===== src/rtl/gpr_wb_queue.sv =====
`default_nettype none
// ============================================================================
// Module   : gpr_wb_queue
// Brief    : In-order writeback queue (ALU + load producers) feeding the GPR
//            file write port, with a youngest-match forwarding lookup.
// Revision : 1.0
// ============================================================================
module gpr_wb_queue #(
  parameter int DATA_W = 16,
  parameter int ADDR_W = 3,
  parameter int DEPTH  = 4
) (
  input  logic                     clk,
  input  logic                     reset,
  input  logic                     alu_valid,
  output logic                     alu_ready,
  input  logic [ADDR_W-1:0]        alu_dest,
  input  logic [DATA_W-1:0]        alu_data,
  input  logic                     mem_valid,
  output logic                     mem_ready,
  input  logic [ADDR_W-1:0]        mem_dest,
  input  logic [DATA_W-1:0]        mem_data,
  input  logic                     wb_stall,
  output logic                     reg_write_en,
  output logic [ADDR_W-1:0]        reg_write_dest,
  output logic [DATA_W-1:0]        reg_write_data,
  input  logic [ADDR_W-1:0]        fwd_addr,
  output logic                     fwd_hit,
  output logic [DATA_W-1:0]        fwd_data,
  output logic [$clog2(DEPTH):0]   count
);

  localparam int c_PTR_W = $clog2(DEPTH);
  localparam int c_CNT_W = c_PTR_W + 1;
  localparam logic [c_CNT_W-1:0] c_FULL = c_CNT_W'(DEPTH);

  logic [ADDR_W-1:0]  r_dest [DEPTH];
  logic [DATA_W-1:0]  r_data [DEPTH];
  logic [c_PTR_W-1:0] r_rd_ptr;
  logic [c_PTR_W-1:0] r_wr_ptr;
  logic [c_CNT_W-1:0] r_count;

  logic               w_not_full;
  logic               w_empty;
  logic               w_mem_acc;
  logic               w_alu_acc;
  logic               w_accept;
  logic               w_pop;
  logic [ADDR_W-1:0]  w_in_dest;
  logic [DATA_W-1:0]  w_in_data;
  logic               w_fwd_hit;
  logic [DATA_W-1:0]  w_fwd_data;

  // Readiness uses the pre-pop occupancy: a full queue refuses even while popping.
  assign w_not_full = (r_count < c_FULL);
  assign w_empty    = (r_count == '0);

  assign mem_ready  = w_not_full;
  assign alu_ready  = w_not_full && !mem_valid;

  assign w_mem_acc  = mem_valid && w_not_full;
  assign w_alu_acc  = alu_valid && w_not_full && !mem_valid;
  assign w_accept   = w_mem_acc || w_alu_acc;
  assign w_in_dest  = w_mem_acc ? mem_dest : alu_dest;
  assign w_in_data  = w_mem_acc ? mem_data : alu_data;

  assign w_pop          = !w_empty && !wb_stall;
  assign reg_write_en   = w_pop;
  assign reg_write_dest = w_empty ? '0 : r_dest[r_rd_ptr];
  assign reg_write_data = w_empty ? '0 : r_data[r_rd_ptr];

  assign count    = r_count;
  assign fwd_hit  = w_fwd_hit;
  assign fwd_data = w_fwd_data;

  // Payload storage is never reset; only the pointers and occupancy define validity.
  always_ff @(posedge clk) begin
    if (w_accept) begin
      r_dest[r_wr_ptr] <= w_in_dest;
      r_data[r_wr_ptr] <= w_in_data;
    end
  end

  always_ff @(posedge clk or negedge reset) begin
    if (!reset) begin
      r_rd_ptr <= '0;
      r_wr_ptr <= '0;
      r_count  <= '0;
    end else begin
      if (w_accept) begin
        r_wr_ptr <= r_wr_ptr + c_PTR_W'(1);
      end
      if (w_pop) begin
        r_rd_ptr <= r_rd_ptr + c_PTR_W'(1);
      end
      case ({w_accept, w_pop})
        2'b10:   r_count <= r_count + c_CNT_W'(1);
        2'b01:   r_count <= r_count - c_CNT_W'(1);
        default: r_count <= r_count;
      endcase
    end
  end

  // Scan oldest to youngest so the last match wins; the entry being popped stays visible.
  always_comb begin
    w_fwd_hit  = 1'b0;
    w_fwd_data = '0;
    for (int i = 0; i < DEPTH; i++) begin
      if ((c_CNT_W'(i) < r_count) &&
          (r_dest[r_rd_ptr + c_PTR_W'(i)] == fwd_addr)) begin
        w_fwd_hit  = 1'b1;
        w_fwd_data = r_data[r_rd_ptr + c_PTR_W'(i)];
      end
    end
  end

endmodule
`default_nettype wire


===== config.mk =====
export PLATFORM = sky130hd
export DESIGN_NAME = gpr_wb_queue
export DESIGN_NICKNAME = d
export VERILOG_FILES = /design/src/rtl/gpr_wb_queue.sv
export SDC_FILE = /design/constraint.sdc
export NUM_CORES = 1
export LEC_CHECK = 0
export CORE_ASPECT_RATIO = 2
export CORE_UTILIZATION = 55
export CTS_BUF_LIST = sky130_fd_sc_hd__clkbuf_8
export DETAILED_ROUTE_END_ITERATION = 7
export DONT_BUFFER_PORTS = 1
export PLACE_DENSITY = 0.7
export SYNTH_ARGS = -nofsm -noshare
export SYNTH_HDL_FRONTEND = slang
export SYNTH_SLANG_ARGS = --single-unit

===== constraint.sdc =====
create_clock -name clk -period 5.6 [get_ports clk]
set_clock_uncertainty 0.1 [all_clocks]
set_input_delay 0.28 -clock clk [delete_from_list [all_inputs] [get_ports clk]]
set_output_delay 0.28 -clock clk [all_outputs]
set_load 0.02 [all_outputs]

==> flow_metrics.env, run 1 <==
export IMPL_p_leak_nw=2.11
export IMPL_grt_ovfl_total=0
export IMPL_viasPerCell=6.21
export IMPL_cts_tree="done"
export IMPL_htree_levels=3
export IMPL_grt_pass1_vias=3825
export IMPL_antenna_cells=0
export IMPL_drc=0
export IMPL_ys_flop_type="edfxtp_1"
export IMPL_num_io_pins=88
export IMPL_synth_seq_area_share=0.449
export IMPL_critPathMostFrequentCell="buf_4"
export IMPL_path_delay_family="buffers and inverters"
export IMPL_worstRegToRegCells=8
export IMPL_final_nets=537
export IMPL_port_buffers=0
export IMPL_crit_type="flop to primary output"
export IMPL_fin_crit_sh=0.708
export IMPL_yosys_warnings=0
export IMPL_worstPathArrival_ns=3.58
export IMPL_relSlewSlack=0.198
export IMPL_min_period_ns=3.96
export IMPL_fin_util=0.589
export IMPL_grt_usage=0.247
export IMPL_path_clk_slew_ns=0.08
export IMPL_hp_class="primary input to flop"
export IMPL_clock_path_buffers=2
export IMPL_crit_buf_inv=3
export IMPL_avgSynthCellArea_sq_um=10.9
export IMPL_synth_top_area_frac=0.417
export IMPL_setup_viol=0
export IMPL_synthCells=501
export IMPL_cpMaxStageDelayCell="mux4_2"
export IMPL_clock_sinks=83
export IMPL_synth_top_area_cell="edfxtp_1"
export IMPL_worst_path_stages=9
export IMPL_cp_start_kind="flop"
export IMPL_cts_root_buf="clkbuf_8"
export IMPL_regArea_sq_um=2460
export IMPL_synth_distinct_cells=39
export IMPL_hold_path_depth=1
export IMPL_grt_setup_unrepaired="false"
export IMPL_grt_pass1_wl_um=18900
export IMPL_highest_layer="met4"
export IMPL_ant_nets=0
export IMPL_syn_area_sq_um=5470
export IMPL_drive_gt1_frac=0.173
export IMPL_syn_num_nets=556
export IMPL_cp_end_kind="primary output"
export IMPL_maxCapViolCount=0
export IMPL_final_cells=618
export IMPL_dpl_hpwl_um=7980
export IMPL_core_area_sq_um=9700
export IMPL_wl_per_cell_um=19.6
export IMPL_nFillCells=844
export IMPL_die_w_um=72.5
export IMPL_powerDensity_nw_per_um2=624
export IMPL_dr_wl_met2_um=6550
export IMPL_place_inst=602
export IMPL_yosysMostFrequentCell="edfxtp_1"
export IMPL_maxClockFrequency_ghz=0.252
export IMPL_wl_met1_um=4620
export IMPL_clk_insertion_delay_late_ns=0.36
export IMPL_status="complete, no violations"
export IMPL_die_h_um=143
export IMPL_place_congestion=0.790
export IMPL_crit_chain="buf_4, mux4_2, xor2_1, nor2_1, buf_4, o21ai_1, and2_1, a311oi_1, buf_4"
export IMPL_synthArstFlopShare=0.0843
export IMPL_power_total_w=0.00356
export IMPL_path_max_fanout=72
export IMPL_slew_viol_final=0
export IMPL_drt_wl_total_um=12100
export IMPL_cts_resized=0
export IMPL_worst_pin_slew_ns=1.20
export IMPL_vias=3837
export IMPL_die_area_sq_um=10400
export IMPL_netlist_top_cells_count="76 x edfxtp_1, 59 x mux2i_1, 54 x nor2_1, 50 x mux2_2, 33 x nand2_1"
export IMPL_critPathMaxStageDelay_ns=0.59
export IMPL_synth_edf_count=76
export IMPL_netlist_top_cells_area="edfxtp_1 42%, mux2i_1 11%, mux2_2 10%"
export IMPL_antenna_found_initial=0
export IMPL_crit_required_ns=5.22
export IMPL_multi_input_comb_area_sq_um=2800
export IMPL_grt_max_degree=73
export IMPL_final_setup_tns_ns=0
export IMPL_drt_pass1_iterations=7
export IMPL_start_util=0.564
export IMPL_cts_buffers=9
export IMPL_ys_ff_latch=83
export IMPL_wl_met3_um=663
export IMPL_hold_violations=0
export IMPL_ir_drop_mv=0.533
export IMPL_drt_iter0_drc=259
export IMPL_area_delta_synth_final_pct=4.39
export IMPL_row_count=51
==> metal layers <==
metal / vias to the layer above / track usage
li1: 1814 / -
met1: 1862 / 0.273
met2: 139 / 0.450
met3: 22 / 0.0501
met4: 0 / 0.100
met5: - / 0
==> stage by stage <==
stage | hold slack [ns] | setup WS (ns) | instance area (sq um)
after global placement | -0.115 | 2.09 | 5530
after global routing | 0.0831 | 1.43 | 5710
final | 0.0874 | 1.64 | 5710
after CTS | 0.0768 | 1.61 | 5710
after detailed placement | -0.115 | 2.01 | 5530
after floorplan | -0.116 | 2.69 | 5470
==> power breakdown <==
group,switching [W],internal (W),leakage [nW]
Sequential,0.000130,0.000866,0.775
Combinational,0.00144,0.000732,1.25
Clock,0.000201,0.000196,0.0904
==> cell usage in the layout, fill, tap and decap left out, drive strengths merged, types with 5 or more instances in the layout <==
cell / count
edfxtp: 76
nand2: 33
xnor2: 14
and2: 6
o21ai: 29
dfrtp: 7
nand3b: 12
nor2: 54
clkbuf: 9
mux2i: 61
a21oi: 22
buf: 9
inv: 9
nor2b: 8
xor2: 5
o211ai: 15
a31oi: 15
a211o: 15
mux2: 51
nand3: 6
ha: 9
==> kinds of logic (layout without fill, tap and decap cells) <==
group                      Yosys count  count (layout)  synth area share
AOI/OAI and AO/OA                  100             100             0.118
xor gates and xnor gates            19              19            0.0304
adders and majority gates            9               9            0.0206
buffers and inverters               48              33            0.0400
DFF                                 83              83             0.449
muxes                              116             116             0.235
and+or+nand+nor                    126             126             0.106
==> worst paths after layout <==
| check | from | endpoint | slack, ns |
|---|---|---|---|
| hold / removal | mem_data[12] | r_data[3][12] | 0.09 |
| min in group asynchronous | reset | r_wr_ptr[1] | 0.16 |
| max in group asynchronous | reset | r_rd_ptr[1] | 4.95 |
| hold reg to reg | r_wr_ptr[1] | r_wr_ptr[1] | 0.54 |
| setup reg to reg | count[0] | count[2] | 2.63 |
| setup / recovery | r_rd_ptr[0] | fwd_data[10] | 1.64 |
==> timing repair <==
action	4_1_cts	5_1_grt
hold buffers	1	0
endpoints found under the hold margin	7	0
buffers inserted	0	0
==> layout make-up <==
type	instances	area share
flip-flops and latches	83	0.431
clock buffers	9	0.0217
well taps	132	0.0289
repair buffers	10	0.0136
clock inverters	6	0.00855
multi-input cells	370	0.491
inverters	8	0.00526
==> flip-flops by register name, indices dropped and copies added (netlist names) <==
name	count
r_dest	12
count	3
r_data	64
r_wr_ptr	2
r_rd_ptr	2
No activity file was read; power rests on OpenSTA's default activity.
==> inputs of run 2 (changes only) <==
--- a/config.mk
+++ b/config.mk
@@ -10,7 +10,7 @@
 export CTS_BUF_LIST = sky130_fd_sc_hd__clkbuf_8
 export DETAILED_ROUTE_END_ITERATION = 7
 export DONT_BUFFER_PORTS = 1
-export PLACE_DENSITY = 0.7
+export PLACE_DENSITY = 0.73
 export SYNTH_ARGS = -nofsm -noshare
 export SYNTH_HDL_FRONTEND = slang
 export SYNTH_SLANG_ARGS = --single-unit
==> constraint.sdc (replaced) <==
create_clock -name clk -period 3.3 [get_ports clk]
set_clock_uncertainty 0.1 [all_clocks]
set_input_delay 0.165 -clock clk [delete_from_list [all_inputs] [get_ports clk]]
set_output_delay 0.165 -clock clk [all_outputs]
set_load 0.02 [all_outputs]
==> run 2 against run 1 <==
Effect of this change: flip-flop and latch count did not move; sequential share of layout area fell by 4.8 points; worst setup slack got worse by 1.5 ns; design area rose by 13%; global-route usage rose by 2.2 points; count of clock-buffer cells in the layout did not move; die area did not move; sequential power rose by 71%; core utilization rose by 7.4 points; critical endpoint unchanged.
==> flow_metrics.env, run 2 (same netlist as run 1, synthesis figures left out) <==
export IMPL_grt_usage=0.269
export IMPL_cp_end_kind="primary output"
export IMPL_htree_levels=3
export IMPL_die_w_um=72.5
export IMPL_crit_type="flop to primary output"
export IMPL_grt_pass1_vias=4316
export IMPL_antenna_found_initial=0
export IMPL_grt_pass1_wl_um=20700
export IMPL_top_register="r_data"
export IMPL_antenna_cells=0
export IMPL_cts_root_buf="clkbuf_8"
export IMPL_grt_setup_unrepaired="false"
export IMPL_status="complete, no violations"
export IMPL_nFillCells=779
export IMPL_maxClockFrequency_ghz=0.315
export IMPL_cts_tree="done"
export IMPL_min_period_ns=3.18
export IMPL_critPathMostFrequentCell="buf_4"
export IMPL_drc=0
export IMPL_die_h_um=143
export IMPL_path_clk_slew_ns=0.08
export IMPL_clock_path_buffers=2
export IMPL_layout_commonest_cell="edfxtp_1"
export IMPL_relSlewSlack=0.583
export IMPL_slew_viol_final=0
export IMPL_p_leak_nw=2.46
export IMPL_area_delta_synth_final_pct=17.5
export IMPL_core_area_sq_um=9700
export IMPL_worst_pin_slew_ns=0.626
export IMPL_postPlaceCellArea_sq_um=5750
export IMPL_cpMaxStageDelayCell="dfrtp_4"
export IMPL_row_count=51
export IMPL_path_max_fanout=37
export IMPL_post_route_cell_area_sq_um=6420
export IMPL_crit_chain="clkbuf_8, buf_4, mux2i_1, nand2_1, o21ai_0, nand3b_1, a311oi_1, buf_4"
export IMPL_hold_violations=0
export IMPL_ant_nets=0
export IMPL_layout_common_cells="76 x edfxtp_1, 59 x mux2i_1, 54 x nor2_1"
export IMPL_ir_drop_mv=0.745
export IMPL_grt_max_degree=44
export IMPL_viasPerCell=6.18
export IMPL_place_congestion=0.848
export IMPL_fin_crit_sh=0.963
export IMPL_hp_class="primary input to asynchronous set/reset pin"
export IMPL_drt_iter0_drc=241
export IMPL_drive_gt1_frac=0.221
export IMPL_final_nets=607
export IMPL_clock_sinks=83
export IMPL_crit_required_ns=3.03
export IMPL_drt_pass1_iterations=5
export IMPL_maxCapViolCount=0
export IMPL_critPathMaxStageDelay_ns=0.57
export IMPL_cp_start_kind="flop"
export IMPL_drt_wl_total_um=13600
export IMPL_hold_ws_ns=0.0430
export IMPL_dpl_hpwl_um=8880
export IMPL_worstPathArrival_ns=2.91
export IMPL_num_io_pins=88
export IMPL_largest_register_ff_count=64
export IMPL_grt_ovfl_total=0
export IMPL_wl_per_cell_um=19.8
export IMPL_cts_buffers=9
export IMPL_final_setup_tns_ns=0
export IMPL_die_area_sq_um=10400
export IMPL_start_util=0.564
export IMPL_clk_insertion_delay_late_ns=0.36
export IMPL_powerDensity_nw_per_um2=1060
export IMPL_setup_viol=0
export IMPL_vias=4256
export IMPL_port_buffers=0
==> run 2: where the power goes <==
| group | internal [W] | leakage (nW) | switching, W | total (W) |
|---|---|---|---|---|
| registers | 0.00146 | 0.775 | 0.000241 | 0.00170 |
| logic | 0.00170 | 1.58 | 0.00264 | 0.00434 |
| clock network | 0.000424 | 0.111 | 0.000355 | 0.000779 |
| total | 0.00358 | 2.46 | 0.00323 | 0.00682 |
==> run 2: worst paths after layout <==
check / slack (ns) / endpoint / start / cells past startpoint
max: 0.12 / fwd_data[10] / r_rd_ptr[1] / 8
min in group clk: 0.08 / r_rd_ptr[0] / wb_stall / 3
min reg2reg: 0.54 / r_wr_ptr[1] / r_wr_ptr[1] / 2
max reg2reg: 0.14 / r_data[3][15] / count[2] / 5
min: 0.04 / r_rd_ptr[1] / reset / 1
max in group asynchronous: 2.77 / r_rd_ptr[1] / reset / 1
==> run 2: cell type report <==
cell class	count	area, sq um	area share
clock buffer	9	124	0.0193
tap	132	165	0.0257
clock inverter	7	93.8	0.0146
inverter	8	30.0	0.00467
timing repair buffer	79	708	0.110
multi-input combinational	371	2840	0.442
sequential	83	2460	0.383
==> run 2: what timing repair did <==
action                                 4_1_cts  5_1_grt
setup endpoints to repair                    9       13
pin swaps                                    0        0
endpoints found under the hold margin       83        0
setup buffers                                0        1
gates cloned                                 0        1
gates resized for setup                      2        4
hold buffers                                39        0
==> run 2: layer usage <==
layer	track usage	part of all wire	routed length, um	up-vias
li1	-	-	-	1961
met1	0.280	0.36	4850	2063
met2	0.494	0.55	7490	190
met3	0.0494	0.058	788	42
met4	0.144	0.036	484	0
met5	0	0	0	-
==> run 2: critical path: cells and delay by family (launching register included) <==
| kind | cells | cell delay, ns |
|---|---|---|
| flip-flops | 1 | 0.57 |
| AND/OR/NAND/NOR | 2 | 0.30 |
| buffers and inverters | 3 | 0.94 |
| multiplexers | 1 | 0.21 |
| AO/OA/AOI/OAI | 2 | 0.52 |
==> run 2: per-stage QoR <==
step	cells	utilization	setup WS [ns]	total power, W
floorplan	501	-	0.506	0.00473
global placement	632	0.593	0.432	0.00573
detailed placement	632	0.593	0.324	0.00583
CTS	687	0.657	0.00532	0.00672
global route	689	0.662	0.00335	0.00720
finish	689	0.662	0.121	0.00682
==> inputs of run 3 (changes only) <==
--- a/config.mk
+++ b/config.mk
@@ -5,12 +5,14 @@
 export SDC_FILE = /design/constraint.sdc
 export NUM_CORES = 1
 export LEC_CHECK = 0
+export CELL_PAD_IN_SITES_DETAIL_PLACEMENT = 0
+export CELL_PAD_IN_SITES_GLOBAL_PLACEMENT = 1
 export CORE_ASPECT_RATIO = 2
-export CORE_UTILIZATION = 55
+export CORE_UTILIZATION = 47
 export CTS_BUF_LIST = sky130_fd_sc_hd__clkbuf_8
 export DETAILED_ROUTE_END_ITERATION = 7
 export DONT_BUFFER_PORTS = 1
-export PLACE_DENSITY = 0.73
+export PLACE_DENSITY_LB_ADDON = 0.1
 export SYNTH_ARGS = -nofsm -noshare
 export SYNTH_HDL_FRONTEND = slang
 export SYNTH_SLANG_ARGS = --single-unit
==> run 3 against run 2 <==
Effect of this change: non-clock buffer count fell by 4; combinational power fell by 2%; die area rose by 17%; sequential power barely moved; flip-flop and latch count did not move; critical path type unchanged.
==> flow_metrics.env, run 3 (same netlist as run 1, synthesis figures left out) <==
export IMPL_clk_insertion_delay_late_ns=0.35
export IMPL_nFillCells=1035
export IMPL_final_setup_tns_ns=0
export IMPL_cts_buffers=9
export IMPL_die_w_um=78.3
export IMPL_reg2reg_setup_slack_ns=0.29
export IMPL_hp_class="primary input to flop"
export IMPL_grt_pass1_wl_um=21600
export IMPL_cp_start_kind="flop"
export IMPL_cp_end_kind="primary output"
export IMPL_clock_path_buffers=2
export IMPL_top_register="r_data"
export IMPL_grt_ovfl_total=0
export IMPL_cts_root_buf="clkbuf_8"
export IMPL_crit_chain="mux2i_2, xnor2_1, mux2_4, a2111oi_4, buf_4, nand3b_1, a311oi_1, buf_4"
export IMPL_drt_iter0_drc=248
export IMPL_start_util=0.485
export IMPL_drive_gt1_frac=0.212
export IMPL_relSlewSlack=0.318
export IMPL_internal_power_w=0.00346
export IMPL_hold_violations=0
export IMPL_p_comb_frac=0.641
export IMPL_core_area_sq_um=11300
export IMPL_grt_max_degree=65
export IMPL_area_delta_synth_final_pct=15.9
export IMPL_worst_pin_slew_ns=1.02
export IMPL_final_nets=602
export IMPL_drt_pass1_iterations=6
export IMPL_grt_pass1_vias=4214
export IMPL_viasPerCell=5.84
export IMPL_row_count=55
export IMPL_fin_crit_sh=0.960
export IMPL_htree_levels=3
export IMPL_port_buffers=0
export IMPL_switchingPower_w=0.00317
export IMPL_layout_commonest_cell="edfxtp_1"
export IMPL_setup_viol=0
export IMPL_place_congestion=0.777
export IMPL_crit_required_ns=3.03
export IMPL_die_h_um=155
export IMPL_ir_drop_mv=0.668
export IMPL_drc=0
export IMPL_switching_share=0.478
export IMPL_antenna_cells=0
export IMPL_min_period_ns=3.17
export IMPL_status="complete, no violations"
export IMPL_critPathMaxStageDelay_ns=0.56
export IMPL_path_clk_slew_ns=0.08
export IMPL_powerDensity_nw_per_um2=1050
export IMPL_dpl_hpwl_um=8950
export IMPL_antenna_found_initial=0
export IMPL_grt_usage=0.236
export IMPL_critPathMostFrequentCell="buf_4"
export IMPL_num_io_pins=88
export IMPL_largest_register_ff_count=64
export IMPL_crit_type="flop to primary output"
export IMPL_slew_viol_final=0
export IMPL_p_seq_frac=0.252
export IMPL_wl_per_cell_um=19.5
export IMPL_vias=4054
export IMPL_worstPathArrival_ns=2.90
export IMPL_clockPowerShare=0.107
export IMPL_ant_nets=0
export IMPL_fin_util=0.561
export IMPL_clock_sinks=83
export IMPL_maxClockFrequency_ghz=0.316
export IMPL_cts_tree="done"
export IMPL_hold_ws_ns=0.0325
export IMPL_die_area_sq_um=12100
export IMPL_postPlaceCellArea_sq_um=5750
export IMPL_post_route_cell_area_sq_um=6340
export IMPL_grt_setup_unrepaired="false"
export IMPL_maxCapViolCount=0
export IMPL_power_total_w=0.00663
export IMPL_layout_common_cells="76 x edfxtp_1, 59 x mux2i_1, 54 x nor2_1"
export IMPL_cpMaxStageDelayCell="dfrtp_4"
export IMPL_drt_wl_total_um=13500
export IMPL_path_max_fanout=17
export IMPL_p_leak_nw=2.41
[run 3: metal layers]
metal | share of wire | global-route usage | vias up
met5 | 0 | 0 | -
met4 | 0.027 | 0.0926 | 0
met3 | 0.040 | 0.0395 | 25
met2 | 0.54 | 0.436 | 110
met1 | 0.39 | 0.264 | 1977
li1 | - | - | 1942
[run 3: power groups by stage]
stage          Sequential, W  Clock, W  Combinational (W)
2_1_floorplan        0.00160         0            0.00313
3_3_place_gp         0.00170         0            0.00409
3_5_place_dp         0.00172         0            0.00414
4_1_cts              0.00170  0.000729            0.00424
5_1_grt              0.00171  0.000763            0.00461
6_report             0.00167  0.000710            0.00425
[run 3: worst max-delay path, delay by kind of cell (launching register included)]
kind	cells	cell delay [ns]
AO/OA/AOI/OAI	2	0.70
multiplexers	2	0.57
flip-flops	1	0.56
buffers and inverters	2	0.51
XOR/XNOR	1	0.11
AND/OR/NAND/NOR	1	0.10
[run 3: metrics by stage]
stage / setup slack (ns) / cells
2_1_floorplan: 0.506 / 501
3_3_place_gp: 0.456 / 640
3_5_place_dp: 0.369 / 640
4_1_cts: 0.0582 / 693
5_1_grt: 0.00888 / 694
6_report: 0.131 / 694
[run 3: area by class of cell]
cell class | instances | area, sq um | area share
timing repair buffer | 75 | 659 | 0.104
sequential | 83 | 2460 | 0.389
inverter | 8 | 30.0 | 0.00474
multi-input combinational | 370 | 2810 | 0.444
clock buffer | 9 | 124 | 0.0195
tap | 142 | 178 | 0.0280
clock inverter | 7 | 70.1 | 0.0111
[run 3: timing repair]
| action | 4_1_cts | 5_1_grt |
|---|---|---|
| hold endpoints to repair | 79 | 0 |
| setup endpoints to repair | 1 | 11 |
| hold buffers | 37 | 0 |
| setup buffers | 0 | 1 |
| gates resized for setup | 1 | 0 |
[run 3: path summary, 6_finish.rpt]
kind / start / endpoint / depth (start not counted)
setup / recovery: r_rd_ptr[1] / fwd_data[10] / 8
hold / removal: mem_data[9] / r_data[2][9] / 1
setup reg to reg: count[2] / r_data[2][15] / 5
hold reg to reg: r_wr_ptr[1] / r_wr_ptr[1] / 2
max in group asynchronous: reset / r_rd_ptr[1] / 1
min in group asynchronous: reset / r_wr_ptr[0] / 1
